==> src/rtl/mem_bus_pkg.sv <==
// Shared types and constants for the memory bus controller: FSM states,
// address-map constants and the decode error-cause encoding.
package mem_bus_pkg;

    typedef enum logic [1:0] {
        IDLE,
        RAM_ACC,
        PER_ACC,
        RESP
    } state_t;

    typedef enum logic [1:0] {
        ERR_NONE,
        ERR_CONFLICT,
        ERR_MISALIGNED,
        ERR_UNMAPPED
    } err_cause_t;

    localparam logic [31:0] RAM_BASE   = 32'h0000_0000;
    localparam logic [31:0] PER_WINDOW = 32'h0001_0000;

    // Earlier checks take priority: a conflicting request is reported as such
    // even when its address is also misaligned or unmapped.
    function automatic err_cause_t classify(input logic       rd,
                                            input logic       wr,
                                            input logic [1:0] low_bits,
                                            input logic       mapped);
        if (rd && wr)
            return ERR_CONFLICT;
        else if (low_bits != 2'b00)
            return ERR_MISALIGNED;
        else if (!mapped)
            return ERR_UNMAPPED;
        else
            return ERR_NONE;
    endfunction

endpackage

==> src/rtl/mem_bus_if.sv <==
// CPU-side memory port of the bus controller. The master modport is the CPU
// core, the slave modport is the controller.
interface mem_bus_if;

    logic [31:0] cpu_addr;
    logic [31:0] cpu_wdata;
    logic        cpu_rd;
    logic        cpu_wr;
    logic [31:0] cpu_rdata;
    logic        cpu_ready;
    logic        cpu_error;

    modport master (
        output cpu_addr,
        output cpu_wdata,
        output cpu_rd,
        output cpu_wr,
        input  cpu_rdata,
        input  cpu_ready,
        input  cpu_error
    );

    modport slave (
        input  cpu_addr,
        input  cpu_wdata,
        input  cpu_rd,
        input  cpu_wr,
        output cpu_rdata,
        output cpu_ready,
        output cpu_error
    );

endinterface

==> src/rtl/mem_addr_decode.sv <==
// Combinational address decoder: classifies a CPU request as an SRAM hit,
// a peripheral hit or an error (conflict, misaligned, unmapped).
module mem_addr_decode
    import mem_bus_pkg::*;
#(
    parameter int          RAM_WORDS   = 1024,
    parameter logic [31:0] PERIPH_BASE = 32'h4000_0000
) (
    input  logic [31:0] addr,
    input  logic        rd,
    input  logic        wr,
    output logic        hit_ram,
    output logic        hit_per,
    output logic        err
);

    localparam logic [31:0] RAM_BYTES = 32'(RAM_WORDS * 4);

    logic       req;
    logic       in_ram;
    logic       in_per;
    err_cause_t cause;

    // Unsigned offset compares wrap below the base, so one compare per region suffices.
    always_comb begin
        req     = rd | wr;
        in_ram  = (addr - RAM_BASE) < RAM_BYTES;
        in_per  = (addr - PERIPH_BASE) < PER_WINDOW;
        cause   = classify(rd, wr, addr[1:0], in_ram | in_per);
        err     = req && (cause != ERR_NONE);
        hit_ram = req && (cause == ERR_NONE) && in_ram;
        hit_per = req && (cause == ERR_NONE) && !in_ram && in_per;
    end

endmodule

==> src/rtl/mem_bus_ctrl.sv <==
// Single-master memory bus controller: CPU port to SRAM and peripheral bus.
// Define MEM_BUS_TIMEOUT_EN to abort peripheral accesses after TIMEOUT cycles.
module mem_bus_ctrl
    import mem_bus_pkg::*;
#(
    parameter int          RAM_WORDS   = 1024,
    parameter int          RAM_WAIT    = 1,
    parameter logic [31:0] PERIPH_BASE = 32'h4000_0000,
    parameter int          TIMEOUT     = 15,
    localparam int         RAM_AW      = $clog2(RAM_WORDS)
) (
    input  logic              clk,
    input  logic              rst,
    mem_bus_if.slave          cpu,
    output logic [RAM_AW-1:0] ram_addr,
    output logic              ram_cs,
    output logic              ram_we,
    output logic [31:0]       ram_wdata,
    input  logic [31:0]       ram_rdata,
    output logic [15:0]       per_addr,
    output logic              per_sel,
    output logic              per_write,
    output logic [31:0]       per_wdata,
    input  logic [31:0]       per_rdata,
    input  logic              per_ack
);

`ifdef MEM_BUS_TIMEOUT_EN
    localparam int CNT_MAX = (RAM_WAIT > TIMEOUT) ? RAM_WAIT : TIMEOUT;
`else
    localparam int CNT_MAX = RAM_WAIT;
`endif
    localparam int CNT_W = (CNT_MAX < 2) ? 1 : $clog2(CNT_MAX);

    state_t             state, state_d;
    logic [CNT_W-1:0]   cnt, cnt_d;
    logic               we_q, we_d;
    logic               hit_ram, hit_per, dec_err;

    logic [RAM_AW-1:0]  ram_addr_d;
    logic               ram_cs_d, ram_we_d;
    logic [31:0]        ram_wdata_d;
    logic [15:0]        per_addr_d;
    logic               per_sel_d, per_write_d;
    logic [31:0]        per_wdata_d;
    logic [31:0]        rdata_q, rdata_d;
    logic               ready_q, ready_d;
    logic               error_q, error_d;

    mem_addr_decode #(
        .RAM_WORDS   (RAM_WORDS),
        .PERIPH_BASE (PERIPH_BASE)
    ) u_decode (
        .addr    (cpu.cpu_addr),
        .rd      (cpu.cpu_rd),
        .wr      (cpu.cpu_wr),
        .hit_ram (hit_ram),
        .hit_per (hit_per),
        .err     (dec_err)
    );

    // Next-state and next-output logic; every bus output is computed here one
    // cycle ahead and registered, so CPU inputs never reach a strobe directly.
    always_comb begin
        state_d     = state;
        cnt_d       = cnt;
        we_d        = we_q;
        ram_addr_d  = ram_addr;
        ram_wdata_d = ram_wdata;
        ram_cs_d    = 1'b0;
        ram_we_d    = 1'b0;
        per_addr_d  = per_addr;
        per_wdata_d = per_wdata;
        per_sel_d   = 1'b0;
        per_write_d = 1'b0;
        rdata_d     = '0;
        ready_d     = 1'b0;
        error_d     = 1'b0;

        case (state)
            IDLE: begin
                if (dec_err) begin
                    state_d = RESP;
                    ready_d = 1'b1;
                    error_d = 1'b1;
                end else if (hit_ram) begin
                    state_d     = RAM_ACC;
                    cnt_d       = CNT_W'(RAM_WAIT - 1);
                    we_d        = cpu.cpu_wr;
                    ram_addr_d  = cpu.cpu_addr[RAM_AW+1:2];
                    ram_wdata_d = cpu.cpu_wdata;
                    ram_cs_d    = 1'b1;
                    ram_we_d    = cpu.cpu_wr;
                end else if (hit_per) begin
                    state_d     = PER_ACC;
                    cnt_d       = '0;
                    we_d        = cpu.cpu_wr;
                    per_addr_d  = cpu.cpu_addr[15:0];
                    per_wdata_d = cpu.cpu_wdata;
                    per_sel_d   = 1'b1;
                    per_write_d = cpu.cpu_wr;
                end
            end

            RAM_ACC: begin
                if (cnt == '0) begin
                    state_d = RESP;
                    ready_d = 1'b1;
                    if (!we_q)
                        rdata_d = ram_rdata;
                end else begin
                    cnt_d    = cnt - 1'b1;
                    ram_cs_d = 1'b1;
                    ram_we_d = we_q;
                end
            end

            PER_ACC: begin
                if (per_ack) begin
                    state_d = RESP;
                    ready_d = 1'b1;
                    if (!we_q)
                        rdata_d = per_rdata;
`ifdef MEM_BUS_TIMEOUT_EN
                end else if (cnt == CNT_W'(TIMEOUT - 1)) begin
                    state_d = RESP;
                    ready_d = 1'b1;
                    error_d = 1'b1;
                end else begin
                    cnt_d       = cnt + 1'b1;
                    per_sel_d   = 1'b1;
                    per_write_d = we_q;
                end
`else
                end else begin
                    per_sel_d   = 1'b1;
                    per_write_d = we_q;
                end
`endif
            end

            RESP: begin
                state_d = IDLE;
            end

            default: begin
                state_d = IDLE;
            end
        endcase
    end

    // Asynchronous reset abandons any access and clears every output at once.
    always_ff @(posedge clk or negedge rst) begin
        if (!rst) begin
            state     <= IDLE;
            cnt       <= '0;
            we_q      <= 1'b0;
            ram_addr  <= '0;
            ram_cs    <= 1'b0;
            ram_we    <= 1'b0;
            ram_wdata <= '0;
            per_addr  <= '0;
            per_sel   <= 1'b0;
            per_write <= 1'b0;
            per_wdata <= '0;
            rdata_q   <= '0;
            ready_q   <= 1'b0;
            error_q   <= 1'b0;
        end else begin
            state     <= state_d;
            cnt       <= cnt_d;
            we_q      <= we_d;
            ram_addr  <= ram_addr_d;
            ram_cs    <= ram_cs_d;
            ram_we    <= ram_we_d;
            ram_wdata <= ram_wdata_d;
            per_addr  <= per_addr_d;
            per_sel   <= per_sel_d;
            per_write <= per_write_d;
            per_wdata <= per_wdata_d;
            rdata_q   <= rdata_d;
            ready_q   <= ready_d;
            error_q   <= error_d;
        end
    end

    assign cpu.cpu_rdata = rdata_q;
    assign cpu.cpu_ready = ready_q;
    assign cpu.cpu_error = error_q;

endmodule

==> src/flat_wrapper.sv <==
// flat-port wrapper written by rule: the top's interface ports become plain ports
module mem_bus_ctrl_flat import mem_bus_pkg::*;
#(
    parameter int          RAM_WORDS   = 1024,
    parameter int          RAM_WAIT    = 1,
    parameter logic [31:0] PERIPH_BASE = 32'h4000_0000,
    parameter int          TIMEOUT     = 15,
    localparam int         RAM_AW      = $clog2(RAM_WORDS)
)
  (clk, rst, ram_addr, ram_cs, ram_we, ram_wdata, ram_rdata, per_addr, per_sel, per_write, per_wdata, per_rdata, per_ack, cpu_cpu_addr, cpu_cpu_wdata, cpu_cpu_rd, cpu_cpu_wr, cpu_cpu_rdata, cpu_cpu_ready, cpu_cpu_error);
  mem_bus_if cpu_i ();
  input  logic clk;
  input  logic rst;
  output logic [RAM_AW-1:0] ram_addr;
  output logic ram_cs;
  output logic ram_we;
  output logic [31:0] ram_wdata;
  input  logic [31:0] ram_rdata;
  output logic [15:0] per_addr;
  output logic per_sel;
  output logic per_write;
  output logic [31:0] per_wdata;
  input  logic [31:0] per_rdata;
  input  logic per_ack;
  input wire logic [$bits(cpu_i.cpu_addr)-1:0] cpu_cpu_addr;
  input wire logic [$bits(cpu_i.cpu_wdata)-1:0] cpu_cpu_wdata;
  input wire logic [$bits(cpu_i.cpu_rd)-1:0] cpu_cpu_rd;
  input wire logic [$bits(cpu_i.cpu_wr)-1:0] cpu_cpu_wr;
  output wire logic [$bits(cpu_i.cpu_rdata)-1:0] cpu_cpu_rdata;
  output wire logic [$bits(cpu_i.cpu_ready)-1:0] cpu_cpu_ready;
  output wire logic [$bits(cpu_i.cpu_error)-1:0] cpu_cpu_error;
  assign cpu_i.cpu_addr = cpu_cpu_addr;
  assign cpu_i.cpu_wdata = cpu_cpu_wdata;
  assign cpu_i.cpu_rd = cpu_cpu_rd;
  assign cpu_i.cpu_wr = cpu_cpu_wr;
  assign cpu_cpu_rdata = cpu_i.cpu_rdata;
  assign cpu_cpu_ready = cpu_i.cpu_ready;
  assign cpu_cpu_error = cpu_i.cpu_error;
  mem_bus_ctrl #(.RAM_WORDS(RAM_WORDS), .RAM_WAIT(RAM_WAIT), .PERIPH_BASE(PERIPH_BASE), .TIMEOUT(TIMEOUT)) u_core (.clk(clk), .rst(rst), .cpu(cpu_i), .ram_addr(ram_addr), .ram_cs(ram_cs), .ram_we(ram_we), .ram_wdata(ram_wdata), .ram_rdata(ram_rdata), .per_addr(per_addr), .per_sel(per_sel), .per_write(per_write), .per_wdata(per_wdata), .per_rdata(per_rdata), .per_ack(per_ack));
endmodule
==> config.mk <==
export PLATFORM = sky130hd
export DESIGN_NAME = mem_bus_ctrl_flat
export DESIGN_NICKNAME = d
export VERILOG_FILES = /design/src/rtl/mem_bus_pkg.sv /design/src/rtl/mem_bus_if.sv /design/src/rtl/mem_addr_decode.sv /design/src/rtl/mem_bus_ctrl.sv /design/src/flat_wrapper.sv
export SDC_FILE = /design/constraint.sdc
export NUM_CORES = 1
export LEC_CHECK = 0
export CAP_MARGIN = 25
export CELL_PAD_IN_SITES_DETAIL_PLACEMENT = 1
export CELL_PAD_IN_SITES_GLOBAL_PLACEMENT = 1
export CORE_MARGIN = 5
export CORE_UTILIZATION = 40
export DETAILED_ROUTE_END_ITERATION = 10
export DONT_BUFFER_PORTS = 1
export PLACE_DENSITY = 0.66
export SLEW_MARGIN = 30
export SYNTH_ARGS = -nofsm -noshare
export SYNTH_HDL_FRONTEND = slang
export SYNTH_HIERARCHICAL = 1
export SYNTH_SLANG_ARGS = --single-unit
==> constraint.sdc <==
create_clock -name clk -period 2.6 [get_ports clk]
set_input_delay 0.78 -clock clk [delete_from_list [all_inputs] [get_ports clk]]
set_output_delay 0.78 -clock clk [all_outputs]
set_load 0.01 [all_outputs]
# ---- Word level (Yosys, flattened, before mapping)
# Index checks and enable logic that the tools add are counted.
dict set report totals {
  output_inout_bits 128
  ff_bits 132
  in_bits 133
  wordCells 92
}
dict set report classes {
  n_eq_ne 8
  mux 44
  addsub 2
  n_bitwise 4
  reduce_logical 18
  order_cmp 2
}
# operator count
set op_table {}
lappend op_table {{$mux 32} 4}
lappend op_table {{$pmux 32 s2} 1}
lappend op_table {{$lt 32x13->1 const B} 1}
lappend op_table {{$lt 32x17->1 const B} 1}
lappend op_table {{$sub 32x31->32 const B} 1}
lappend op_table {{$mux 1} 24}
lappend op_table {{$mux 2} 8}
lappend op_table {{$reduce_and 3->1} 4}
lappend op_table {{$pmux 1 s2} 5}
lappend op_table {{$pmux 2 s4} 1}
lappend op_table {{$reduce_bool 2->1} 4}
lappend op_table {{$logic_and 1x1->1} 6}
lappend op_table {{$ne 2x2->1 const B} 3}
lappend op_table {{$eq 2x2->1 const B} 2}
lappend op_table {{$logic_not 2->1} 2}
lappend op_table {{$ne 4x1->1 const B} 1}
lappend op_table {{$reduce_and 4->1} 1}
lappend op_table {{$ne 3x1->1 const B} 1}
lappend op_table {{$pmux 1 s3} 1}
lappend op_table {{$eq 2x1->1 const B} 1}
lappend op_table {{$not 1->1} 2}
lappend op_table {{$or 1x1->1} 2}
lappend op_table {{$logic_not 1->1} 1}
lappend op_table {{$sub 1x1->1 const B} 1}

# ---- Longest topological paths before layout
dict set report logic_depth {
  word_depth 14
  mapped_depth 8
  depth_no_buf 7
}

# ---- By module
# The synthesis kept the hierarchy.
# mod area_per_inst_um2 instances seq_area_each_um2 cells_per_inst
set modules_own_cells {}
lappend modules_own_cells {mem_bus_ctrl 5223.8 1 3278.1 336}
lappend modules_own_cells {mem_addr_decode 97.6 1 0.0 14}

# ---- Least setup slack after synthesis
# No wires, ideal clock.
dict set report synth_path {
  path_type {in2reg}
  from {in cpu_cpu_addr[19]}
  to {reg u_core.per_addr[0]}
  t_arrival_ns 2.524
  n_path_buf 2
  setup_time_ns 0.125
  slack_ns -0.049
  stages 8
  required_ns 2.475
  path_cell_list {nor4_2 nand3_1 nor4_1 nor2_2 and3_4 buf_6 buf_12 mux2_4}
}
dict set report synth_between {
  elab_chain_cells 11
  word_cells_on_any_way 18
  classes_between {add/sub (1); order compare (2); mux (3); bitwise (3); reduce/logical (9)}
}
# element line_no
set synth_lines {}
lappend synth_lines {{start, declared} flat_wrapper.sv:25} ;# input wire logic [$bits(cpu_i.cpu_addr)-1:0] cpu_cpu_addr;
lappend synth_lines {{$sub 32x31->32} mem_addr_decode.sv:28} ;# in_per = (addr - PERIPH_BASE) < PER_WINDOW;
lappend synth_lines {{$lt 32x17->1} mem_addr_decode.sv:28}
lappend synth_lines {{$or 1x1->1} mem_addr_decode.sv:29} ;# cause = classify(rd, wr, addr[1:0], in_ram | in_per);
lappend synth_lines {{$mux 2} mem_bus_pkg.sv:32} ;# else if (!mapped)
lappend synth_lines {{$mux 2} mem_bus_pkg.sv:30} ;# else if (low_bits != 2'b00)
lappend synth_lines {{$mux 2} mem_bus_pkg.sv:28} ;# if (rd && wr)
lappend synth_lines {{$logic_not 2->1} mem_addr_decode.sv:31} ;# hit_ram = req && (cause == ERR_NONE) && in_ram;
lappend synth_lines {{$logic_and 1x1->1} mem_addr_decode.sv:31}
lappend synth_lines {{$logic_and 1x1->1 *} mem_addr_decode.sv:31}
lappend synth_lines {{named net u_core.hit_ram} mem_bus_ctrl.sv:38} ;# logic hit_ram, hit_per, dec_err;
lappend synth_lines {{$not 1->1 (no line) *} -}
lappend synth_lines {{$reduce_and 4->1 (no line) *} -}
lappend synth_lines {{end signal, assigned} mem_bus_ctrl.sv:177} ;# per_addr <= per_addr_d;
lappend synth_lines {{end, declared} mem_bus_ctrl.sv:20} ;# output logic [15:0] per_addr,
# The timed path passes the listed nets; every way through them passes the cells marked *.
# A chain may end at the register's enable or synchronous reset.

# ---- Worst setup path after layout
dict set report layout_path {
  from {in cpu_cpu_addr[15]}
  to {reg u_core.per_wdata[12]}
}
dict set report layout_between {
  word_cells_on_any_way 18
  classes_between {add/sub (1); order compare (2); mux (3); bitwise (3); reduce/logical (9)}
}
# element line_no
set layout_rtl {}
lappend layout_rtl {{$sub 32x31->32} mem_addr_decode.sv:28}
lappend layout_rtl {{$lt 32x17->1} mem_addr_decode.sv:28}
lappend layout_rtl {{$or 1x1->1 *} mem_addr_decode.sv:29}
lappend layout_rtl {{$mux 2 *} mem_bus_pkg.sv:32}
lappend layout_rtl {{$mux 2 *} mem_bus_pkg.sv:30}
lappend layout_rtl {{$mux 2 *} mem_bus_pkg.sv:28}
lappend layout_rtl {{$reduce_bool 2->1 *} mem_addr_decode.sv:30} ;# err = req && (cause != ERR_NONE);
lappend layout_rtl {{$logic_and 1x1->1 *} mem_addr_decode.sv:30}
lappend layout_rtl {{named net u_core.dec_err} mem_bus_ctrl.sv:38}
lappend layout_rtl {{$not 1->1 (no line) *} -}
lappend layout_rtl {{$reduce_and 4->1 (no line) *} -}
lappend layout_rtl {{end signal, assigned} mem_bus_ctrl.sv:180} ;# per_wdata <= per_wdata_d;
lappend layout_rtl {{end, declared} mem_bus_ctrl.sv:23} ;# output logic [31:0] per_wdata,
# Marked as above.

==> results.json <==
{
  "async_reset_ff_frac": 1.00,
  "setup_viol": 0,
  "yosysTopAreaCell": "dfrtp_1",
  "fin_worst_skew_ns": 0.0118,
  "switching_power_mw": 1.50,
  "grt_pass1_vias": 3423,
  "instances_no_fill": 553,
  "start_util": 0.405,
  "cts_buffer_depth": 2,
  "power.density_nw_per_um2": 891,
  "hold_path.class": "input port to asynchronous set/reset pin",
  "final_nets": 502,
  "dpl_cell_area_um2": 5570,
  "syn_inst": 350,
  "clk_latency_ns": 0.41,
  "dieArea_um2": 15700,
  "fp.dieH_um": 125,
  "drt_iter0_drc": 175,
  "drt_wl_total_mm": 13.0,
  "netSwitchingFraction": 0.273,
  "portBuffers": 0,
  "grt_max_degree": 132,
  "grt_pass1_wl_mm": 20.5,
  "clock_sinks": 131,
  "design_area_um2": 6150,
  "root_buffer": "clkbuf_16",
  "synth_fa_ha_area_frac": 0.0118,
  "synth_cell_type_count": 30,
  "synth-simple-area-share": 0.0513,
  "vias_per_cell": 5.37,
  "dp_cells": 521,
  "synth.cell_area_um2": 5320,
  "rows": 42,
  "synth.top_cells.by_area": "dfrtp_1 62%, mux2_4 14%, mux2_2 9.5%",
  "period_share": 0.889,
  "antenna_found_initial": 0,
  "leakage_nw": 3.00,
  "die_w_um": 125,
  "area_growth_pct": 15.5,
  "ios": 261,
  "drc_errors": 0,
  "yosysMostFrequentCell": "dfrtp_1",
  "fmax_ghz": 0.432,
  "power_frac_seq": 0.450,
  "rsz0062_at_grt": "no",
  "timing_hold_violations_final": 0,
  "synth_commonest_cells": "131 x dfrtp_1, 48 x mux2_4, 45 x mux2_2",
  "relSlewSlack": 0.597,
  "peakVddDrop_uv": 435,
  "synthFlopType": "dfrtp_1",
  "ys_seq_area_frac": 0.616,
  "grt_overflow_total": 0,
  "wire_per_inst_um": 23.5,
  "synth_edf_count": 0,
  "gp_congestion": 0.771,
  "vias": 2971,
  "cap_violations": 0,
  "cp.arrival_ns": 2.60,
  "coreArea_um2": 13100,
  "yosysWarningCount": 6,
  "timing.critical_path.from_type": "input port",
  "drive_above_1_share": 0.385,
  "p_comb_frac": 0.125,
  "grt_usage": 0.168,
  "antennaDiodeCount": 0,
  "holdBufCountCts": 0,
  "clk_pin_slew_worst_paths_ns": 0.06,
  "synth-compound-area-share": 0.0548,
  "cts_resized": 0,
  "p_int_mw": 3.98,
  "syn_area_per_cell_um2": 15.2,
  "synth_top_area_share": 0.616,
  "max_slew.worst_pin.slew_ns": 0.604,
  "firstDrtPassIters": 4,
  "worstSetupPathType": "input port to register",
  "hpwlAfterDp_mm": 9.42,
  "cts_setup_buffers": 0,
  "endpoint_kind": "register",
  "layout_min_cycle_time_ns": 2.31,
  "synth_xor_area_frac": 0,
  "cts_tree": "built",
  "final_util": 0.468,
  "ant_nets": 0,
  "syn_nets": 488,
  "synth_mux_area_frac": 0.231,
  "cp.required_ns": 2.89,
  "status": "finished, final reports clean",
  "htree_levels": 4,
  "synth_top_family_by_area": "multiplexers",
  "maxSlewViolCount": 0,
  "numCtsBuffers": 17,
  "synth_seq_cells": 131,
  "clockPowerShare": 0.424,
  "power_mw": 5.48,
  "crit_fanout": 19
}
## placed cells by master, fill, tap and decap left out, types with 4 or more instances in the layout
cell type	count
ha_1	5
a22oi_1	32
inv_1	5
buf_4	11
mux2_4	48
mux2_2	45
clkinv_2	4
nor2_1	36
buf_12	5
clkbuf_16	17
dfrtp_1	131
## cell type report
type	count	area, um^2
timing repair buffer	16	183
multi-input combinational	193	1870
clock inverter	9	104
fill	1295	6990
sequential	131	3280
tap	176	220
clock buffer	23	478
inverter	5	18.8
## power by group through the flow
stage	logic, mW	clock network [mW]	registers, mW
floorplan	0.561	0	2.45
global placement	0.664	0	2.51
detailed placement	0.713	0	2.50
CTS	0.708	2.39	2.48
global route	0.790	2.49	2.49
finish	0.686	2.33	2.47
## flip-flops by register name (all words and copies together) (netlist names)
signal / flops
u_core/ram_wdata: 32
u_core/cpu.cpu_rdata: 32
u_core/ram_addr: 10
u_core/per_write: 1
u_core/we_q: 1
u_core/ram_cs: 1
u_core/per_wdata: 32
u_core/per_sel: 1
u_core/cpu.cpu_ready: 1
u_core/per_addr: 16
u_core/state: 2
u_core/cpu.cpu_error: 1
u_core/ram_we: 1
## worst max-delay path, stage by stage
cell and delay [ns]:
nor4_1 0.28, buf_4 0.18, nor2_1 0.05, o32a_1 0.37
nor2_2 0.12, and3_4 0.27, buf_12 0.21, mux2_4 0.32
## final timing paths
check / endpoint / startpoint / slack [ns] / depth (start not counted)
hold reg to reg: u_core/per_write / u_core/we_q / 0.53 / 1
setup / recovery: u_core/per_wdata[12] / cpu_cpu_addr[15] / 0.29 / 8
setup reg to reg: u_core/per_wdata[12] / u_core/state[1] / 0.84 / 5
max in group asynchronous: u_core/state[0] / rst / 2.30 / 0
min in group clk: u_core/ram_we / cpu_cpu_wr / 0.50 / 1
hold / removal: u_core/per_addr[1] / rst / 0.06 / 0
## cell families after synthesis
kind of cell    after synthesis
buf+inv                      26
mux                          93
fa+ha+maj                     5
simple gates                 56
compound gates               39
flops                       131
## routing by layer
layer | wire (um) | track usage | vias to the layer above
met5 | 0 | 0 | -
met4 | 244 | 0.0708 | 0
met3 | 1550 | 0.0896 | 20
li1 | - | - | 1273
met1 | 4540 | 0.182 | 1512
met2 | 6640 | 0.277 | 166
## metrics by stage
stage | setup WS [ns] | hold WS, ns | TNS [ns]
2_1_floorplan | 0.0325 | 0.473 | 0
3_3_place_gp | -0.0595 | 0.488 | -1.92
3_5_place_dp | -0.129 | 0.489 | -4.83
4_1_cts | 0.281 | 0.0340 | 0
5_1_grt | 0.160 | 0.0335 | 0
6_report | 0.287 | 0.0622 | 0
Power figures use the tool's default switching activity.
